`config.mk`:
```
export PLATFORM = sky130hd
export DESIGN_NAME = coriolis_div_share_arb
export DESIGN_NICKNAME = d
export VERILOG_FILES = /design/src/rtl/coriolis_div_pkg.sv /design/src/rtl/coriolis_div_tag_pipe.sv /design/src/rtl/coriolis_div_share_arb.sv
export SDC_FILE = /design/constraint.sdc
export NUM_CORES = 1
export LEC_CHECK = 0
export CAP_MARGIN = 40
export CORE_AREA = 2 2 123 125
export CTS_CLUSTER_DIAMETER = 200
export DETAILED_ROUTE_END_ITERATION = 16
export DIE_AREA = 0 0 125 127
export PLACE_DENSITY_LB_ADDON = 0.25
export SLEW_MARGIN = 5
export SYNTH_ARGS = -nofsm -noshare
export SYNTH_HDL_FRONTEND = slang
export SYNTH_SLANG_ARGS = --single-unit
```
`constraint.sdc`:
```
create_clock -name clk -period 3.7 [get_ports clk]
set_input_delay 1.11 -clock clk [delete_from_list [all_inputs] [get_ports clk]]
set_output_delay 1.11 -clock clk [all_outputs]
set_load 0.02 [all_outputs]
```
`src/rtl/coriolis_div_pkg.sv`:
```
`default_nettype none
// ============================================================================
// Module      : coriolis_div_pkg
// Description : Shared constants for the Coriolis divider-sharing arbiter.
//               Holds the requester-id tag width, the FloPoCo "normal number"
//               exception code and the default divider pipeline latency, plus
//               the round-robin pointer helper.
// Revision    : 1.0 - initial release
// ============================================================================
package coriolis_div_pkg;

    // Width of the requester id carried alongside each in-flight divide.
    localparam int c_tag_idw = 2;

    // FloPoCo exception field value for an ordinary (non-zero, finite) number.
    localparam logic [1:0] c_fp_exc_normal = 2'b01;

    // Latency of the external divider pipeline, in advancing cycles.
    localparam int c_default_lat = 13;

    // Round-robin successor of requester id among nreq requesters.
    function automatic logic [c_tag_idw-1:0] rr_next(
        input logic [c_tag_idw-1:0] id,
        input int                   nreq
    );
        if (int'(id) == nreq - 1) begin
            return '0;
        end
        return id + 1'b1;
    endfunction

endpackage : coriolis_div_pkg
`default_nettype wire

```
`src/rtl/coriolis_div_tag_pipe.sv`:
```
`default_nettype none
// ============================================================================
// Module      : coriolis_div_tag_pipe
// Description : LAT-deep stallable {valid, id} shift register that travels in
//               lock-step with the external divider so the arbiter knows which
//               requester owns the result currently at the divider output.
// Ports       : clk, rst        - clock, synchronous active-high reset
//               adv             - shift enable (divider advancing)
//               in_valid, in_id - tag entering stage 0
//               exit_valid/id   - tag in the last stage (aligned with div_r)
// Revision    : 1.0 - initial release
// ============================================================================
module coriolis_div_tag_pipe
    import coriolis_div_pkg::*;
#(
    parameter int LAT = c_default_lat,
    parameter int IDW = c_tag_idw
) (
    input  logic           clk,
    input  logic           rst,
    input  logic           adv,
    input  logic           in_valid,
    input  logic [IDW-1:0] in_id,
    output logic           exit_valid,
    output logic [IDW-1:0] exit_id
);

    logic [LAT-1:0] r_valid;
    logic [IDW-1:0] r_id [LAT];

    // Valid bits are reset so in-flight work is discarded on reset.
    always_ff @(posedge clk) begin
        if (rst) begin
            r_valid <= '0;
        end else if (adv) begin
            r_valid[0] <= in_valid;
            for (int k = 1; k < LAT; k++) begin
                r_valid[k] <= r_valid[k-1];
            end
        end
    end

    // Ids are don't-care when their valid is low, so they need no reset.
    always_ff @(posedge clk) begin
        if (adv) begin
            r_id[0] <= in_id;
            for (int k = 1; k < LAT; k++) begin
                r_id[k] <= r_id[k-1];
            end
        end
    end

    assign exit_valid = r_valid[LAT-1];
    assign exit_id    = r_id[LAT-1];

endmodule : coriolis_div_tag_pipe
`default_nettype wire

```
`src/rtl/coriolis_div_share_arb.sv`:
```
`default_nettype none
// ============================================================================
// Module      : coriolis_div_share_arb
// Description : Shares one pipelined FloPoCo divider between NREQ requester
//               streams. Round-robin issue, a tag pipeline tracking ownership,
//               and one result slot per requester. The divider is stalled only
//               when a valid result exits towards a full, non-draining slot.
// Ports       : clk, rst              - clock, synchronous active-high reset
//               req_valid/ready/x/y   - per-requester operand handshake
//               rsp_valid/ready/data  - per-requester result handshake
//               div_x, div_y, div_r   - external divider operands / result
//               div_stall             - freezes the external divider
//               perf_issue_cnt,
//               perf_stall_cnt        - only with CORIOLIS_DIV_ARB_PERF_EN
// Options     : CORIOLIS_DIV_ARB_PERF_EN adds issue / stall counters.
// Revision    : 1.0 - initial release
// ============================================================================
module coriolis_div_share_arb
    import coriolis_div_pkg::*;
#(
    parameter int STREAMW = 34,
    parameter int NREQ    = 2,
    parameter int LAT     = c_default_lat
) (
    input  logic                    clk,
    input  logic                    rst,
    input  logic [NREQ-1:0]         req_valid,
    input  logic [NREQ*STREAMW-1:0] req_x,
    input  logic [NREQ*STREAMW-1:0] req_y,
    output logic [NREQ-1:0]         req_ready,
    output logic [NREQ-1:0]         rsp_valid,
    output logic [NREQ*STREAMW-1:0] rsp_data,
    input  logic [NREQ-1:0]         rsp_ready,
    output logic [STREAMW-1:0]      div_x,
    output logic [STREAMW-1:0]      div_y,
    output logic                    div_stall,
`ifdef CORIOLIS_DIV_ARB_PERF_EN
    output logic [31:0]             perf_issue_cnt,
    output logic [31:0]             perf_stall_cnt,
`endif
    input  logic [STREAMW-1:0]      div_r
);

    logic [c_tag_idw-1:0]    r_ptr;
    logic [NREQ-1:0]         r_rsp_valid;
    logic [NREQ*STREAMW-1:0] r_rsp_data;

    logic                    w_exit_valid;
    logic [c_tag_idw-1:0]    w_exit_id;
    logic                    w_blocked;
    logic                    w_adv;
    logic                    w_gnt_any;
    logic [c_tag_idw-1:0]    w_gnt_id;
    logic                    w_gnt;

    // Only an exiting valid result aimed at a full slot that is not being
    // drained this cycle can hold the pipeline.
    always_comb begin
        w_blocked = 1'b0;
        for (int i = 0; i < NREQ; i++) begin
            if (w_exit_valid && (w_exit_id == c_tag_idw'(i)) &&
                r_rsp_valid[i] && !rsp_ready[i]) begin
                w_blocked = 1'b1;
            end
        end
    end

    assign w_adv     = ~w_blocked;
    assign div_stall = ~rst & w_blocked;

    // First valid requester at or after r_ptr, wrapping.
    always_comb begin
        w_gnt_any = 1'b0;
        w_gnt_id  = '0;
        for (int k = 0; k < NREQ; k++) begin
            for (int i = 0; i < NREQ; i++) begin
                if (!w_gnt_any && req_valid[i] &&
                    (((int'(r_ptr) + k) % NREQ) == i)) begin
                    w_gnt_any = 1'b1;
                    w_gnt_id  = c_tag_idw'(i);
                end
            end
        end
    end

    assign w_gnt = ~rst & w_adv & w_gnt_any;

    always_comb begin
        req_ready = '0;
        div_x     = '0;
        div_y     = '0;
        for (int i = 0; i < NREQ; i++) begin
            if (w_gnt && (w_gnt_id == c_tag_idw'(i))) begin
                req_ready[i] = 1'b1;
                div_x        = req_x[i*STREAMW +: STREAMW];
                div_y        = req_y[i*STREAMW +: STREAMW];
            end
        end
    end

    always_ff @(posedge clk) begin
        if (rst) begin
            r_ptr <= '0;
        end else if (w_gnt) begin
            r_ptr <= rr_next(w_gnt_id, NREQ);
        end
    end

    coriolis_div_tag_pipe #(
        .LAT (LAT),
        .IDW (c_tag_idw)
    ) u_tag_pipe (
        .clk        (clk),
        .rst        (rst),
        .adv        (w_adv),
        .in_valid   (w_gnt),
        .in_id      (w_gnt_id),
        .exit_valid (w_exit_valid),
        .exit_id    (w_exit_id)
    );

    // A reload takes priority over a drain, so a slot drained and refilled
    // on the same edge stays valid with the new quotient.
    always_ff @(posedge clk) begin
        if (rst) begin
            r_rsp_valid <= '0;
            r_rsp_data  <= '0;
        end else begin
            for (int i = 0; i < NREQ; i++) begin
                if (w_adv && w_exit_valid && (w_exit_id == c_tag_idw'(i))) begin
                    r_rsp_valid[i]                  <= 1'b1;
                    r_rsp_data[i*STREAMW +: STREAMW] <= div_r;
                end else if (rsp_ready[i]) begin
                    r_rsp_valid[i] <= 1'b0;
                end
            end
        end
    end

    assign rsp_valid = r_rsp_valid;
    assign rsp_data  = r_rsp_data;

`ifdef CORIOLIS_DIV_ARB_PERF_EN
    logic [31:0] r_perf_issue;
    logic [31:0] r_perf_stall;

    always_ff @(posedge clk) begin
        if (rst) begin
            r_perf_issue <= '0;
            r_perf_stall <= '0;
        end else begin
            if (w_gnt) begin
                r_perf_issue <= r_perf_issue + 32'd1;
            end
            if (!w_adv) begin
                r_perf_stall <= r_perf_stall + 32'd1;
            end
        end
    end

    assign perf_issue_cnt = r_perf_issue;
    assign perf_stall_cnt = r_perf_stall;
`endif

endmodule : coriolis_div_share_arb
`default_nettype wire

```
==> results of run 1 <==
==> metal layers <==
metal	global-route usage, %	vias to the layer above
li1	-	3076
met1	32.9	3011
met2	42.0	330
met3	6.70	51
met4	11.5	0
met5	0	-
==> worst paths after layout <==
check / startpoint / endpoint / slack (ps) / cells past startpoint
worst max register to register: u_tag_pipe.r_id[12][0] / u_tag_pipe.r_id[6][0] / 1830 / 6
worst min-delay path: u_tag_pipe.r_id[6][0] / u_tag_pipe.r_id[7][0] / 420 / 0
worst max-delay path: rsp_ready[1] / div_x[15] / 50 / 6
worst min register to register: u_tag_pipe.r_id[6][0] / u_tag_pipe.r_id[7][0] / 420 / 0
==> flip-flops by register name (all words and copies together), names as in the netlist <==
signal	count
r_ptr	1
u_tag_pipe.r_id	13
rsp_data	68
rsp_valid	2
u_tag_pipe.r_valid	13
==> report_power, final <==
| part | leakage (nW) | internal (mW) | total [mW] | switching, mW |
|---|---|---|---|---|
| sequential | 0.825 | 1.08 | 1.09 | 0.0101 |
| combinational | 2.00 | 0.297 | 0.580 | 0.283 |
| clock | 0.159 | 0.609 | 0.995 | 0.385 |
| total | 2.98 | 1.99 | 2.67 | 0.679 |
==> worst register-to-register path, stage by stage, from the launching register on <==
cell and delay (ps):
sky130_fd_sc_hd__edfxtp_1 530, sky130_fd_sc_hd__and4b_1 250, sky130_fd_sc_hd__buf_4 130, sky130_fd_sc_hd__buf_4 120, sky130_fd_sc_hd__buf_4 160, sky130_fd_sc_hd__nor2_1 130, sky130_fd_sc_hd__buf_4 240
==> layout by cell type (no fill, tap or decap), types with 2 or more instances in the layout <==
cell,synthesis,layout
sky130_fd_sc_hd__clkdlybuf4s50_1,0,240
sky130_fd_sc_hd__a21oi_1,151,145
sky130_fd_sc_hd__o211ai_1,136,136
sky130_fd_sc_hd__dfxtp_1,84,83
sky130_fd_sc_hd__nand3_1,79,79
sky130_fd_sc_hd__o21ai_0,79,79
sky130_fd_sc_hd__buf_2,10,61
sky130_fd_sc_hd__buf_4,0,34
sky130_fd_sc_hd__edfxtp_1,13,13
sky130_fd_sc_hd__clkbuf_16,0,10
sky130_fd_sc_hd__buf_12,0,10
sky130_fd_sc_hd__buf_16,0,5
sky130_fd_sc_hd__a21oi_2,0,4
sky130_fd_sc_hd__inv_2,3,3
sky130_fd_sc_hd__nor2_1,3,3
sky130_fd_sc_hd__nand2b_1,3,3
sky130_fd_sc_hd__a211oi_2,2,2
sky130_fd_sc_hd__a21oi_4,0,2
sky130_fd_sc_hd__nor2b_2,0,2
sky130_fd_sc_hd__a311oi_1,2,2
sky130_fd_sc_hd__clkinv_2,0,2
sky130_fd_sc_hd__bufinv_16,0,2
sky130_fd_sc_hd__buf_6,1,2
==> layout make-up <==
cell class / instances / area [µm²] / share of cell area (%)
clock buffers: 11 / 243 / 2.76
clock inverters: 5 / 78.8 / 0.896
inverters: 3 / 11.3 / 0.128
multi-input cells: 467 / 2790 / 31.7
flip-flops and latches: 97 / 2070 / 23.6
well taps: 184 / 230 / 2.62
repair buffers: 356 / 3370 / 38.3
==> metrics by stage <==
stage | setup TNS [ps] | setup slack, ps | instances | total power, mW | utilization, %
4_1_cts | 0 | 17.8 | 1121 | 2.68 | 60.6
2_1_floorplan | 0 | 322 | 661 | 1.35 | -
3_3_place_gp | -46730 | -902 | 1098 | 1.70 | 59.3
6_report | 0 | 52.7 | 1123 | 2.67 | 61.0
3_5_place_dp | -47380 | -887 | 1099 | 1.70 | 59.5
5_1_grt | 0 | 17.2 | 1123 | 2.76 | 61.0
==> timing repair <==
action / CTS / global route
endpoints found under the setup margin: 71 / 32
cloned: 4 / 1
hold endpoints to repair: 0 / 0
setup buffers: 2 / 1
resized for setup: 296 / 17
pin swaps: 0 / 1
==> kinds of logic after synthesis <==
family / synth area share (%)
AOI/OAI and AO/OA: 42.8
buffers and inverters: 7.40
DFF: 39.9
and+or+nand+nor: 9.86
==> out/results.txt, run 1 <==
The flow ran to the end, and the final reports show no timing, DRC or antenna violations. For the finished layout, the period the worst path requires is 3650 ps. By area the synthesized netlist is led by sky130_fd_sc_hd__dfxtp_1 32%, sky130_fd_sc_hd__o211ai_1 20%, sky130_fd_sc_hd__a21oi_1 15%, sky130_fd_sc_hd__nand3_1 7.6%, sky130_fd_sc_hd__o21ai_0 7.6%.

The endpoint type of the worst setup path was an output pin. The max capacitance violation total is 0. The clock tree synthesis step divided the H-tree into 3 levels. The delay of the slowest cell on the worst path was 450 ps; the total of hold buffers inserted after clock tree synthesis was 0. The number of pins exceeding their max-slew limit in the final report is 0. Detailed routing placed a total of 1.72 mm of wire on met3.

The total global-route track usage was 26.0%. Cell type of the slowest stage on the worst timing path: sky130_fd_sc_hd__or3_4. Data on the critical path is required at its endpoint by 2590 ps. In this run, the number of DRC markers left after iteration 0 of detailed routing was 549.

The height of the chip was 127 µm; the worst-path maximum fanout was 17. Number of I/O pins: 317. The top cell family by delay on the critical path is simple AND/OR/NAND/NOR gates. Data arrives at the worst endpoint at 2540 ps. Of all cell types, the one taking the most synthesized area is sky130_fd_sc_hd__dfxtp_1. The tools report the number of unique standard cell types used by synthesis as 24. From left edge to right edge, the die measures 125 µm. The critical path in this run is classified as primary input to output pin. In the final design database the tool counted 1110 nets. The headroom to the max-slew limit is 40.0%, and the clock latency at the later pin of the worst-skew pair is 340 ps. The wire-length estimate of the detail-placed layout is 14.3 mm. The initial antenna violation count was 0. The area growth from synthesis to layout is 69.5%. The number of flip-flops and latches in the synthesized netlist came out at 97. For the pin with the worst max-slew slack, the measured transition is 899 ps. The share of synthesized registers carrying an async set or reset works out to 0%.

The routed design has 21.8 mm of wire. TritonCTS built the clock tree. The detailed-router iteration count before antenna repair came out at 5. The detailed router put a total of 8.87 mm of wire on met1.

After detailed placement, the total cell area comes to 8580 µm². Count of endpoints failing hold in the final timing report: 0. The final route contains 6468 vias. The final-report setup violation count is 0. After detailed routing, no signal wire sits above met4. After detailed routing, the number of remaining DRC violations is 0. The analysis attributes to cell leakage a power of 2.98 nW. Row generation in the floorplan step produced 44 rows.

The worst setup path is launched from a primary input. Yosys instantiated no cell more often than sky130_fd_sc_hd__a21oi_1. The filler cell count is 1331. The number of nets still failing antenna checks after routing was 0. For the core area, the log shows 14400 µm².

The tools report the last weighted congestion value of the routability-driven placer as 0.813. A synthesized cell averages 7.85 µm². For the largest net degree at the start of global routing, the log shows 86. The routed wire length per instance was 19.4 µm; the first-pass GRT wire length was 33.5 mm. The share of the Yosys chip area taken by registers is 39.9%. The cell count after synthesis came out at 661. The wire length on met2 came out at 10.4 mm. For this run the aggregate overflow at the end of global routing stands at 0. The leading register cell type out of synthesis is sky130_fd_sc_hd__dfxtp_1.

The post-detailed-route via-to-cell ratio came out at 5.76. For the Yosys warning count, the log shows 0. By count the netlist is led by 151 x sky130_fd_sc_hd__a21oi_1, 136 x sky130_fd_sc_hd__o211ai_1, 84 x sky130_fd_sc_hd__dfxtp_1. Static timing analysis puts the maximum clock frequency at 0.274 GHz.

The logs give 5190 µm² for the post-synth design cell area and 417 ps for the worst hold slack. For the final database, setup skew stands at 4.58 ps. The total clock buffers created by CTS was 9; the number of buffer and inverter instances along the worst setup path was 3. Walking the worst path, the cells encountered are clkdlybuf4s15_1 > and4b_1 > or3_4 > clkbuf_16 > a21oi_1 > buf_2. The logs give 6183 for the number of global-route vias before repair and 249 µV for the maximum resistive drop on vdd. The share of the synthesized area in the top cell type is 32.4%. The clock net in this run drives a total of 97 sinks.

The fraction of layout cells with a size suffix above 1 came out at 15.5%. Clock tree synthesis selected as its root buffer the cell sky130_fd_sc_hd__clkbuf_16. The number of enable-type register cells in the synthesized netlist was 13; the effective utilization at floorplan was 36.0%. The worst path uses 98.6% of the clock period. After routing the design area is 8800 µm². Maximum buffer depth of the clock tree: 2. Input and output buffers added on the ports amount to 316.

Setup repair after global routing left no endpoint under its margin. Power spread over the standard cell area amounts to 303 nW/µm². After clock tree synthesis, the clock-pin slew on the worst setup and hold paths is 60 ps. The tightest min-delay check is of the flop to flop type. The synthesized netlist net count was 837. The die covers 15900 µm². The number of antenna diodes in the final layout is 0.
Power figures use the tool's default switching activity.
==> run 2: changes to the inputs <==
GPL_ROUTABILITY_DRIVEN = 0   (was default)
==> results of run 2 <==
Same layout as run 1: the final DEF is identical, and so are final timing and power.
